**src/rtl/inst_fetch_pkg.sv**
```systemverilog
// inst_fetch_pkg: shared types and constants for the instruction fetch unit.
//   - fetch_mode_e  : RUN (issuing) / HALT (parked after a fetch fault)
//   - fetch_entry_t : one fetch queue entry {pc, inst, fault}
//   - INST_BYTES, FETCH_Q_DEPTH, FETCH_CNT_W : sizing constants
package inst_fetch_pkg;

  localparam int FETCH_ADDR_W  = 64;
  localparam int FETCH_DATA_W  = 32;
  localparam int INST_BYTES    = 4;
  localparam int FETCH_Q_DEPTH = 2;
  localparam int FETCH_CNT_W   = $clog2(FETCH_Q_DEPTH + 1);

  typedef enum logic {
    RUN  = 1'b0,
    HALT = 1'b1
  } fetch_mode_e;

  typedef struct packed {
    logic [FETCH_ADDR_W-1:0] pc;
    logic [FETCH_DATA_W-1:0] inst;
    logic                    fault;
  } fetch_entry_t;

  // Instructions are word aligned; any set low bit is a fetch fault.
  function automatic logic is_misaligned(input logic [1:0] lsb);
    return lsb != 2'b00;
  endfunction

endpackage

```
**src/rtl/inst_fetch_if.sv**
```systemverilog
// inst_fetch_if: bus bundle around the fetch unit.
//   ROM side     : rom_addr_o (fetch->ROM), rom_data_i, rom_illegal_i (ROM->fetch)
//   execute side : redirect_i, redirect_pc_i
//   decode side  : inst_valid_o, inst_o, inst_pc_o, inst_fault_o (fetch->decode),
//                  inst_ready_i (decode->fetch)
// master = the fetch unit, slave = its environment (ROM, execute, decode).
interface inst_fetch_if #(
  parameter int ADDR_WIDTH = 64,
  parameter int DATA_WIDTH = 32
);
  logic [ADDR_WIDTH-1:0] rom_addr_o;
  logic [DATA_WIDTH-1:0] rom_data_i;
  logic                  rom_illegal_i;
  logic                  redirect_i;
  logic [ADDR_WIDTH-1:0] redirect_pc_i;
  logic                  inst_valid_o;
  logic                  inst_ready_i;
  logic [DATA_WIDTH-1:0] inst_o;
  logic [ADDR_WIDTH-1:0] inst_pc_o;
  logic                  inst_fault_o;

  modport master (
    output rom_addr_o,
    input  rom_data_i, rom_illegal_i,
    input  redirect_i, redirect_pc_i,
    output inst_valid_o, inst_o, inst_pc_o, inst_fault_o,
    input  inst_ready_i
  );

  modport slave (
    input  rom_addr_o,
    output rom_data_i, rom_illegal_i,
    output redirect_i, redirect_pc_i,
    input  inst_valid_o, inst_o, inst_pc_o, inst_fault_o,
    output inst_ready_i
  );
endinterface

```
**src/rtl/inst_fetch_fetch_queue.sv**
```systemverilog
// fetch_queue: small synchronous shift FIFO holding fetched instructions.
//   clk, rst      : clock, synchronous active-high reset
//   flush         : drop all entries (takes priority over push/pop)
//   push, push_entry : write one entry at the tail
//   pop           : retire the head (caller guarantees head_valid)
//   head, head_valid : registered head entry; all-zero when empty
//   count         : number of valid entries
// Slots beyond count are kept at zero so the head reads 0 when empty
// without an output mux.
module fetch_queue
  import inst_fetch_pkg::*;
(
  input  logic                   clk,
  input  logic                   rst,
  input  logic                   flush,
  input  logic                   push,
  input  fetch_entry_t           push_entry,
  input  logic                   pop,
  output fetch_entry_t           head,
  output logic                   head_valid,
  output logic [FETCH_CNT_W-1:0] count
);

  fetch_entry_t [FETCH_Q_DEPTH-1:0] slots, slots_nxt;
  logic [FETCH_CNT_W-1:0]           cnt_nxt, wr_idx;

  // Tail position after this cycle's pop has shifted everything down.
  assign wr_idx = count - FETCH_CNT_W'(pop);

  always_comb begin
    slots_nxt = slots;
    if (pop) begin
      for (int i = 0; i < FETCH_Q_DEPTH - 1; i++) slots_nxt[i] = slots[i+1];
      slots_nxt[FETCH_Q_DEPTH-1] = '0;
    end
    if (push) begin
      for (int i = 0; i < FETCH_Q_DEPTH; i++)
        if (wr_idx == FETCH_CNT_W'(i)) slots_nxt[i] = push_entry;
    end
    cnt_nxt = count + FETCH_CNT_W'(push) - FETCH_CNT_W'(pop);
  end

  always_ff @(posedge clk) begin
    if (rst || flush) begin
      slots <= '0;
      count <= '0;
    end else begin
      slots <= slots_nxt;
      count <= cnt_nxt;
    end
  end

  assign head       = slots[0];
  assign head_valid = (count != '0);

endmodule

```
**src/rtl/inst_fetch.sv**
```systemverilog
// inst_fetch: instruction fetch unit in front of a synchronous code ROM.
//   clk, rst : clock, synchronous active-high reset
//   bus      : inst_fetch_if.master
//     rom_addr_o = current PC, sampled by the ROM every edge; rom_data_i /
//     rom_illegal_i answer the address of the previous edge.
//     redirect_i / redirect_pc_i flush everything and restart at a new PC.
//     inst_* present the fetch queue head to decode (pop = valid & ready).
// At most one ROM read is in flight; issue only happens when the queue is
// guaranteed to have room for its response, so decode stalls never drop
// an instruction. A faulting fetch (misaligned PC or ROM illegal) is
// delivered as an entry with inst=0 and parks the unit in HALT until the
// next redirect.
module inst_fetch
  import inst_fetch_pkg::*;
#(
  parameter int                    ADDR_WIDTH = FETCH_ADDR_W,
  parameter int                    DATA_WIDTH = FETCH_DATA_W,
  parameter logic [ADDR_WIDTH-1:0] RESET_PC   = '0
) (
  input  logic         clk,
  input  logic         rst,
  inst_fetch_if.master bus
);

  localparam logic [FETCH_CNT_W:0] Q_DEPTH = (FETCH_CNT_W+1)'(FETCH_Q_DEPTH);

  logic [ADDR_WIDTH-1:0]  pc, inflight_pc;
  logic                   inflight, inflight_mis;
  fetch_mode_e            mode, mode_nxt;
  logic [DATA_WIDTH-1:0]  rom_word;
  logic                   rsp_fault, push, push_fault, pop, issue, credit;
  logic [FETCH_CNT_W-1:0] count;
  logic [FETCH_CNT_W:0]   occ;
  fetch_entry_t           push_entry, head;
  logic                   head_valid;

  assign bus.rom_addr_o = pc;
  assign rom_word       = bus.rom_data_i;

  // A response arriving in a redirect cycle belongs to the old stream.
  assign rsp_fault  = inflight_mis | bus.rom_illegal_i;
  assign push       = inflight & ~bus.redirect_i;
  assign push_fault = push & rsp_fault;
  assign pop        = head_valid & bus.inst_ready_i & ~bus.redirect_i;

  assign push_entry.pc    = inflight_pc;
  assign push_entry.inst  = rsp_fault ? '0 : rom_word;
  assign push_entry.fault = rsp_fault;

  // Credit: entries left after this cycle plus the response now in flight
  // (which lands this cycle) must leave a slot for a new issue's response.
  assign occ    = {1'b0, count} + (FETCH_CNT_W+1)'(inflight) - (FETCH_CNT_W+1)'(pop);
  assign credit = occ < Q_DEPTH;

  // Mode FSM: state register
  always_ff @(posedge clk) begin
    if (rst) mode <= RUN;
    else     mode <= mode_nxt;
  end

  // Mode FSM: next state
  always_comb begin
    mode_nxt = mode;
    if (bus.redirect_i)  mode_nxt = RUN;
    else if (push_fault) mode_nxt = HALT;
  end

  // Mode FSM: outputs. A fault push squashes the issue of the same cycle.
  always_comb begin
    issue = 1'b0;
    if (mode == RUN && !bus.redirect_i && credit && !push_fault) issue = 1'b1;
  end

  always_ff @(posedge clk) begin
    if (rst) begin
      pc           <= RESET_PC;
      inflight     <= 1'b0;
      inflight_pc  <= '0;
      inflight_mis <= 1'b0;
    end else if (bus.redirect_i) begin
      pc       <= bus.redirect_pc_i;
      inflight <= 1'b0;
    end else begin
      inflight <= issue;
      if (issue) begin
        inflight_pc  <= pc;
        inflight_mis <= is_misaligned(pc[1:0]);
        pc           <= pc + ADDR_WIDTH'(INST_BYTES);
      end
    end
  end

  fetch_queue u_queue (
    .clk        (clk),
    .rst        (rst),
    .flush      (bus.redirect_i),
    .push       (push),
    .push_entry (push_entry),
    .pop        (pop),
    .head       (head),
    .head_valid (head_valid),
    .count      (count)
  );

  assign bus.inst_valid_o = head_valid;
  assign bus.inst_o       = head.inst;
  assign bus.inst_pc_o    = head.pc;
  assign bus.inst_fault_o = head.fault;

endmodule

```
**src/flat_wrapper.sv**
```systemverilog
// flat-port wrapper written by rule: the top's interface ports become plain ports
module inst_fetch_flat import inst_fetch_pkg::*;
#(
  parameter int                    ADDR_WIDTH = FETCH_ADDR_W,
  parameter int                    DATA_WIDTH = FETCH_DATA_W,
  parameter logic [ADDR_WIDTH-1:0] RESET_PC   = '0
)
  (clk, rst, bus_rom_addr_o, bus_rom_data_i, bus_rom_illegal_i, bus_redirect_i, bus_redirect_pc_i, bus_inst_valid_o, bus_inst_o, bus_inst_pc_o, bus_inst_fault_o, bus_inst_ready_i);
  inst_fetch_if #(.ADDR_WIDTH(ADDR_WIDTH), .DATA_WIDTH(DATA_WIDTH)) bus_i ();
  input  logic clk;
  input  logic rst;
  output wire logic [$bits(bus_i.rom_addr_o)-1:0] bus_rom_addr_o;
  input wire logic [$bits(bus_i.rom_data_i)-1:0] bus_rom_data_i;
  input wire logic [$bits(bus_i.rom_illegal_i)-1:0] bus_rom_illegal_i;
  input wire logic [$bits(bus_i.redirect_i)-1:0] bus_redirect_i;
  input wire logic [$bits(bus_i.redirect_pc_i)-1:0] bus_redirect_pc_i;
  output wire logic [$bits(bus_i.inst_valid_o)-1:0] bus_inst_valid_o;
  output wire logic [$bits(bus_i.inst_o)-1:0] bus_inst_o;
  output wire logic [$bits(bus_i.inst_pc_o)-1:0] bus_inst_pc_o;
  output wire logic [$bits(bus_i.inst_fault_o)-1:0] bus_inst_fault_o;
  input wire logic [$bits(bus_i.inst_ready_i)-1:0] bus_inst_ready_i;
  assign bus_rom_addr_o = bus_i.rom_addr_o;
  assign bus_i.rom_data_i = bus_rom_data_i;
  assign bus_i.rom_illegal_i = bus_rom_illegal_i;
  assign bus_i.redirect_i = bus_redirect_i;
  assign bus_i.redirect_pc_i = bus_redirect_pc_i;
  assign bus_inst_valid_o = bus_i.inst_valid_o;
  assign bus_inst_o = bus_i.inst_o;
  assign bus_inst_pc_o = bus_i.inst_pc_o;
  assign bus_inst_fault_o = bus_i.inst_fault_o;
  assign bus_i.inst_ready_i = bus_inst_ready_i;
  inst_fetch #(.ADDR_WIDTH(ADDR_WIDTH), .DATA_WIDTH(DATA_WIDTH), .RESET_PC(RESET_PC)) u_core (.clk(clk), .rst(rst), .bus(bus_i));
endmodule
```
**config.mk**
```make
export PLATFORM = sky130hd
export DESIGN_NAME = inst_fetch_flat
export DESIGN_NICKNAME = d
export VERILOG_FILES = /design/src/rtl/inst_fetch_pkg.sv /design/src/rtl/inst_fetch_if.sv /design/src/rtl/inst_fetch_fetch_queue.sv /design/src/rtl/inst_fetch.sv /design/src/flat_wrapper.sv
export SDC_FILE = /design/constraint.sdc
export NUM_CORES = 1
export LEC_CHECK = 0
export BUFFER_PORTS_ARGS = -buffer_cell sky130_fd_sc_hd__buf_2
export CAP_MARGIN = 20
export CELL_PAD_IN_SITES_DETAIL_PLACEMENT = 1
export CELL_PAD_IN_SITES_GLOBAL_PLACEMENT = 2
export CORE_MARGIN = 2
export CORE_UTILIZATION = 37
export DETAILED_ROUTE_END_ITERATION = 6
export HOLD_SLACK_MARGIN = 0.15
export PLACE_DENSITY_LB_ADDON = 0.15
export REMOVE_ABC_BUFFERS = 1
export SYNTH_ARGS = -nofsm -noshare
export SYNTH_HDL_FRONTEND = slang
export SYNTH_HIERARCHICAL = 1
export SYNTH_SLANG_ARGS = --single-unit
```
**constraint.sdc**
```tcl
create_clock -name clk -period 6.1 [get_ports clk]
set_input_delay 0.305 -clock clk [delete_from_list [all_inputs] [get_ports clk]]
set_output_delay 0.305 -clock clk [all_outputs]
set_load 0.02 [all_outputs]
```
**Word level (Yosys, flattened, before mapping)**

Index checks and enable logic that the tools add are counted.

- Bits in registers: 327
- Logic and storage cells: 47
- Input bits: 101
- RAM bits: 0
- Memories: 0
- Bits in latches: 0
- Output and inout port bits: 162
- ROM bits: 0

- $add $sub $neg: 6
- Multiplexer cells: 8
- Shift operators: 0
- Order comparisons: 1
- Multiply operators: 0
- Equality and inequality tests: 1
- Divide/modulo/power cells: 0
- Bitwise logic cells: 7
- Reductions and logical operators: 12

Operators with widths:

| cell | number |
|---|---|
| $mux 194 | 2 |
| $mux 97 | 2 |
| $mux 64 | 2 |
| $add 64x3->64 const B | 1 |
| $mux 32 | 1 |
| $reduce_bool 2->1 | 3 |
| $and 1x1->1 | 4 |
| $sub 2x1->2 | 2 |
| $add 2x1->3 | 1 |
| $logic_and 1x1->1 | 3 |
| $lt 3x2->1 const B | 1 |
| $sub 3x1->3 | 1 |
| $add 2x1->2 | 1 |
| $eq 2x1->1 const B | 1 |
| $logic_not 1->1 | 2 |
| $logic_not 2->1 | 1 |
| $not 1->1 | 2 |
| $reduce_and 2->1 | 1 |
| $reduce_or 2->1 | 1 |
| $logic_or 1x1->1 | 1 |
| $mux 1 | 1 |
| $or 1x1->1 | 1 |

**Longest topological paths before layout**

- Word-level depth: 10
- Gate-level depth with buffers: 16
- Gate-level depth less buffers: 12

**Hierarchy**

The synthesis kept the hierarchy.

By module, submodules not included:

| module | cells an instance | times used | area an instance (µm²) |
|---|---|---|---|
| fetch_queue | 964 | 1 | 9664.3 |
| inst_fetch | 878 | 1 | 6597.6 |

**Worst setup path after synthesis**

OpenSTA, ideal clock, no wires.

- Kind: input to register
- Start point: input bus_redirect_i
- End point: register u_core.pc[52], in the netlist u_core/bus.rom_addr_o[52]
- Arrival time: 3.755 ns
- Setup time: 0.074 ns
- Slack: 2.270 ns
- Cell stages on the path: 15
- Buffers on the path: 4
- Cell sequence: clkbuf_1 inv_1 clkbuf_1 clkbuf_1 and3_1 ha_1 nand2b_1 fa_1 nand2b_1 a2111oi_2 buf_2 nand3_1 or3_1 or3_1 a31oi_1

- Longest elaborated chain between the ends: 8
- Elaborated cells between the ends (all ways): 14
- Classes of those cells: 1 x add/sub; 1 x order compare; 2 x mux; 4 x bitwise; 6 x reduce/logical

RTL lines:

| item | line | source |
|---|---|---|
| start: declaration | flat_wrapper.sv:15 | `input wire logic [$bits(bus_i.redirect_i)-1:0] bus_redirect_i;` |
| $not 1->1 | inst_fetch.sv:44 | `assign pop = head_valid & bus.inst_ready_i & ~bus.redirect_i;` |
| $and 1x1->1 | inst_fetch.sv:44 |  |
| net u_core.pop | inst_fetch.sv:31 | `logic rsp_fault, push, push_fault, pop, issue, credit;` |
| $sub 3x1->3 | inst_fetch.sv:52 | `assign occ = {1'b0, count} + (FETCH_CNT_W+1)'(inflight) - (FETCH_CNT_W+1)'(pop);` |
| $lt 3x2->1 | inst_fetch.sv:53 | `assign credit = occ < Q_DEPTH;` |
| $logic_and 1x1->1 (2 in series) | inst_fetch.sv:71 | `if (mode == RUN && !bus.redirect_i && credit && !push_fault) issue = 1'b1;` |
| $mux 1 | inst_fetch.sv:71 |  |
| $reduce_bool 2->1 (no source line) | -- |  |
| end signal: assignment | inst_fetch.sv:81 | `pc <= bus.redirect_pc_i;` |
| end signal: assignment | inst_fetch.sv:88 | `pc <= pc + ADDR_WIDTH'(INST_BYTES);` |
| end: declaration | inst_fetch.sv:27 | `logic [ADDR_WIDTH-1:0] pc, inflight_pc;` |

The timed path passes the listed nets, and every way through them passes these cells.
A chain may end at the register's enable or synchronous reset.

**Worst setup path in the final report**

- Start point: register u_core.u_queue.count[1]
- End point: register u_core.pc[37], in the netlist u_core/bus.rom_addr_o[37]

- Longest elaborated chain between the ends: 9
- Elaborated cells between the ends (all ways): 10
- Classes of those cells: 2 x add/sub; 1 x order compare; 1 x mux; 2 x bitwise; 4 x reduce/logical

RTL lines:

| item | line | source |
|---|---|---|
| start: declaration | inst_fetch_fetch_queue.sv:21 | `output logic [FETCH_CNT_W-1:0] count` |
| start signal: assignment | inst_fetch_fetch_queue.sv:49 | `count <= cnt_nxt;` |
| $reduce_bool 2->1 | inst_fetch_fetch_queue.sv:54 | `assign head_valid = (count != '0);` |
| $and 1x1->1 (2 in series) | inst_fetch.sv:44 |  |
| net u_core.pop | inst_fetch.sv:31 |  |
| $sub 3x1->3 | inst_fetch.sv:52 |  |
| $lt 3x2->1 | inst_fetch.sv:53 |  |
| $logic_and 1x1->1 (2 in series) | inst_fetch.sv:71 |  |
| $mux 1 | inst_fetch.sv:71 |  |
| $reduce_bool 2->1 (no source line) | -- |  |

The timed path passes the listed nets, and every way through them passes these cells.

==> results.sh <==
export IMPL_post_cts_resized=0
export IMPL_finalHoldViolations=0
export IMPL_finalCritPeriodShare_pct=73.4
export IMPL_crit_path_end_kind="register"
export IMPL_netlist_area_um2=16300
export IMPL_ant_nets=0
export IMPL_die_area_um2=45600
export IMPL_ys_ff_latch=327
export IMPL_vias=13704
export IMPL_maxSlewHeadroom_pct=16.2
export IMPL_firstDrtPassIters=4
export IMPL_synth_edf_count=0
export IMPL_synth_avg_cell_area_um2=8.83
export IMPL_numCtsBuffers=39
export IMPL_pin_count=263
export IMPL_cap_violations=0
export IMPL_wl_per_cell_um=19.5
export IMPL_power_density_nw_per_um2=264
export IMPL_slew_violations=0
export IMPL_cp_num_buf_inv=1
export IMPL_setup_ws_ps=1620
export IMPL_worst_pin_slew_ps=1260
export IMPL_synth_cell_types=67
export IMPL_dieHeight_um=214
export IMPL_critical_path_required_ps=6550
export IMPL_yosysSeqAreaShare_pct=40.3
export IMPL_hold_class="input pin to register"
export IMPL_first_iter_violations=535
export IMPL_fillers=5071
export IMPL_port_buffers=262
export IMPL_gr_total_overflow=0
export IMPL_p_leak_nw=8.06
export IMPL_clock_sinks=327
export IMPL_grt_first_pass_wirelength_mm=79.9
export IMPL_path_delay_family="simple AND/OR/NAND/NOR gates"
export IMPL_start_util_pct=37.6
export IMPL_cts_max_level=2
export IMPL_cpPeakStageDelay_ps=930
export IMPL_setup_viol=0
export IMPL_synth_cells=1842
export IMPL_die_x_um=214
export IMPL_rsz0062_at_grt="false"
export IMPL_regArea_um2=6550
export IMPL_tns_ps=0
export IMPL_start_kind="register"
export IMPL_grt_max_degree=225
export IMPL_path_clk_slew_ps=60
export IMPL_coreArea_um2=43300
export IMPL_clock_path_buffers=3
export IMPL_slowest_stage="a2111oi_4"
export IMPL_cts_root_buf="clkbuf_16"
export IMPL_status="finished clean"
export IMPL_drive_gt1_share_pct=23.2
export IMPL_period_needed_ps=4480
export IMPL_multi_input_area_um2=8280
export IMPL_fmax_ghz=0.223
export IMPL_pre_cts_ws_ps=1470
export IMPL_grt_pass1_vias=14154
export IMPL_crit_fanout=15
export IMPL_routed_wl_mm=51.2
export IMPL_globalplace_congestion=0.770
export IMPL_clk_latency_ps=550
export IMPL_finalClockSkew_ps=17.1
export IMPL_grt_total_usage_pct=22.2
export IMPL_path_class="register to register"
export IMPL_layout_nets=2121
export IMPL_synth_ff_type="dfxtp_1"
export IMPL_antenna_found_initial=4
export IMPL_vdd_drop_max_uv=136
export IMPL_synthArstFlopShare_pct=0
export IMPL_crit_top_cell="nand2b_1"
export IMPL_critPathArrivalTime_ps=4930
export IMPL_dp_hpwl_mm=33.6
export IMPL_cts_tree="yes"
export IMPL_ys_warnings_count=6
export IMPL_crit_chain="or2_2, and3_4, ha_1, nand2b_1, fa_1, nand2b_1, a2111oi_4, nand2_1, inv_1, o41ai_1, a21bo_2, o311ai_2"
export IMPL_syn_to_final_growth_pct=18.5
export IMPL_drc=0
export IMPL_post_cts_buffers=0
export IMPL_viasPerCell=5.21
export IMPL_rows=76
[layout by cell type, fill, tap and decap left out, types with 14 or more instances in the layout]
cell           synthesis  final
a21oi_1              117    117
a31oi_1               17     17
and2_1                38     38
and3_1                21     19
buf_2                 36    261
buf_4                100     18
clkbuf_16              0     41
dfxtp_1              327    327
dlygate4sd3_1          0     86
mux2_2                99     99
mux2i_1              199    199
nand2_1              379    379
nand3_1               38     37
nand3b_1              97     97
nand4_1               25     25
nor2_1                47     44
nor3_1                23     23
nor4_1                18     18
o21ai_0               36     36
or3_1                 14     14
[tightest hold or removal path: stages]
cell	delay (ps)
buf_2	80
and2_1	100
nand2_1	70
mux2i_1	110
[flip-flops by register name, summed over array words and instances (netlist names)]
register and cells:
u_core/inflight_pc 64, u_core/inflight_mis 1, u_core/mode 1, u_core/u_queue/count 2, u_core/bus.rom_addr_o 64, u_core/u_queue/slots 97, u_core/inflight 1, u_core/u_queue/head 97
[final cells by class]
type                    instances  share of cell area, %
clock buffers                  59                   6.30
clock inverters                 8                  0.338
repair buffers                369                   12.4
diodes                          3                 0.0389
inverters                      12                  0.234
well taps                     585                   3.80
multi-input cells            1266                   42.9
flip-flops and latches        327                   34.0
[through the flow]
step / utilization, % / power [mW] / area (um2) / instances / hold WS, ps
6_report: 44.6 / 5.09 / 19300 / 2629 / 180
5_1_grt: 44.6 / 5.30 / 19300 / 2629 / 190
4_1_cts: 44.5 / 5.17 / 19200 / 2625 / 150
3_5_place_dp: 39.5 / 2.76 / 17100 / 2472 / 450
3_3_place_gp: 39.5 / 2.74 / 17100 / 2471 / 444
2_1_floorplan: - / 2.54 / 14800 / 1605 / 374
[where the power goes]
part	total, mW	switching (mW)	internal [mW]
sequential	2.26	0.0772	2.19
combinational	0.484	0.300	0.184
clock	2.34	0.931	1.41
[cells by family after synthesis]
| family | count (synthesis) | synth area share [%] |
|---|---|---|
| flip-flops | 327 | 40.3 |
| multiplexers | 298 | 19.1 |
| adder cells (fa/ha/maj) | 5 | 0.431 |
| XOR/XNOR | 11 | 0.639 |
| buffers and inverters | 249 | 9.14 |
| AND/OR/NAND/NOR | 731 | 22.4 |
| AO/OA/AOI/OAI | 221 | 8.06 |
[final timing paths]
path	to	startpoint	cells after the start	slack, ps
worst min-delay path	u_core/u_queue/slots[99]	bus_rom_data_i[1]	4	180
worst min register to register	u_core/inflight_pc[45]	u_core/inflight_pc[45]	2	460
worst max-delay path	u_core/bus.rom_addr_o[37]	u_core/u_queue/count[1]	12	1620
worst max register to register	u_core/bus.rom_addr_o[37]	u_core/u_queue/count[1]	12	1620
[synth_stat cells, types with 4 or more instances]
master / number / share of area [%]
xor2_1: 4 / 0.22
nand3b_1: 97 / 4.5
or4_1: 4 / 0.18
a21oi_1: 117 / 3.6
mux2_2: 99 / 6.9
xnor2_1: 6 / 0.32
dfxtp_1: 327 / 40
buf_1: 7 / 0.16
nand4_1: 25 / 0.96
o22ai_1: 6 / 0.23
a2bb2oi_1: 4 / 0.22
a221oi_1: 4 / 0.22
nand2_1: 379 / 8.7
nor3_1: 23 / 0.71
nor4_1: 18 / 0.69
inv_1: 12 / 0.28
a31oi_1: 17 / 0.65
and2_1: 38 / 1.5
buf_4: 100 / 4.6
ha_1: 4 / 0.31
a22oi_1: 5 / 0.23
or2_2: 5 / 0.19
clkbuf_1: 77 / 1.8
nor2_1: 47 / 1.1
mux2i_1: 199 / 12
o211ai_1: 6 / 0.28
and3_1: 21 / 0.81
clkbuf_8: 4 / 0.34
a32oi_1: 5 / 0.27
or3_1: 14 / 0.54
buf_6: 12 / 0.83
nand3_1: 38 / 1.2
buf_2: 36 / 1.1
o21ai_0: 36 / 1.1
[routing by layer]
| metal | track usage (%) | share of wire, % | vias to the layer above |
|---|---|---|---|
| li1 | - | - | 6658 |
| met3 | 4.17 | 4.2 | 70 |
| met2 | 37.8 | 48 | 229 |
| met1 | 28.5 | 46 | 6745 |
| met4 | 6.66 | 2.3 | 2 |
| met5 | 0 | 0.025 | - |
[repair_timing]
item,CTS,global route
setup endpoints to repair,0,0
hold buffers,86,0
endpoints found under the hold margin,101,0
(Power assumes the default switching activity.)
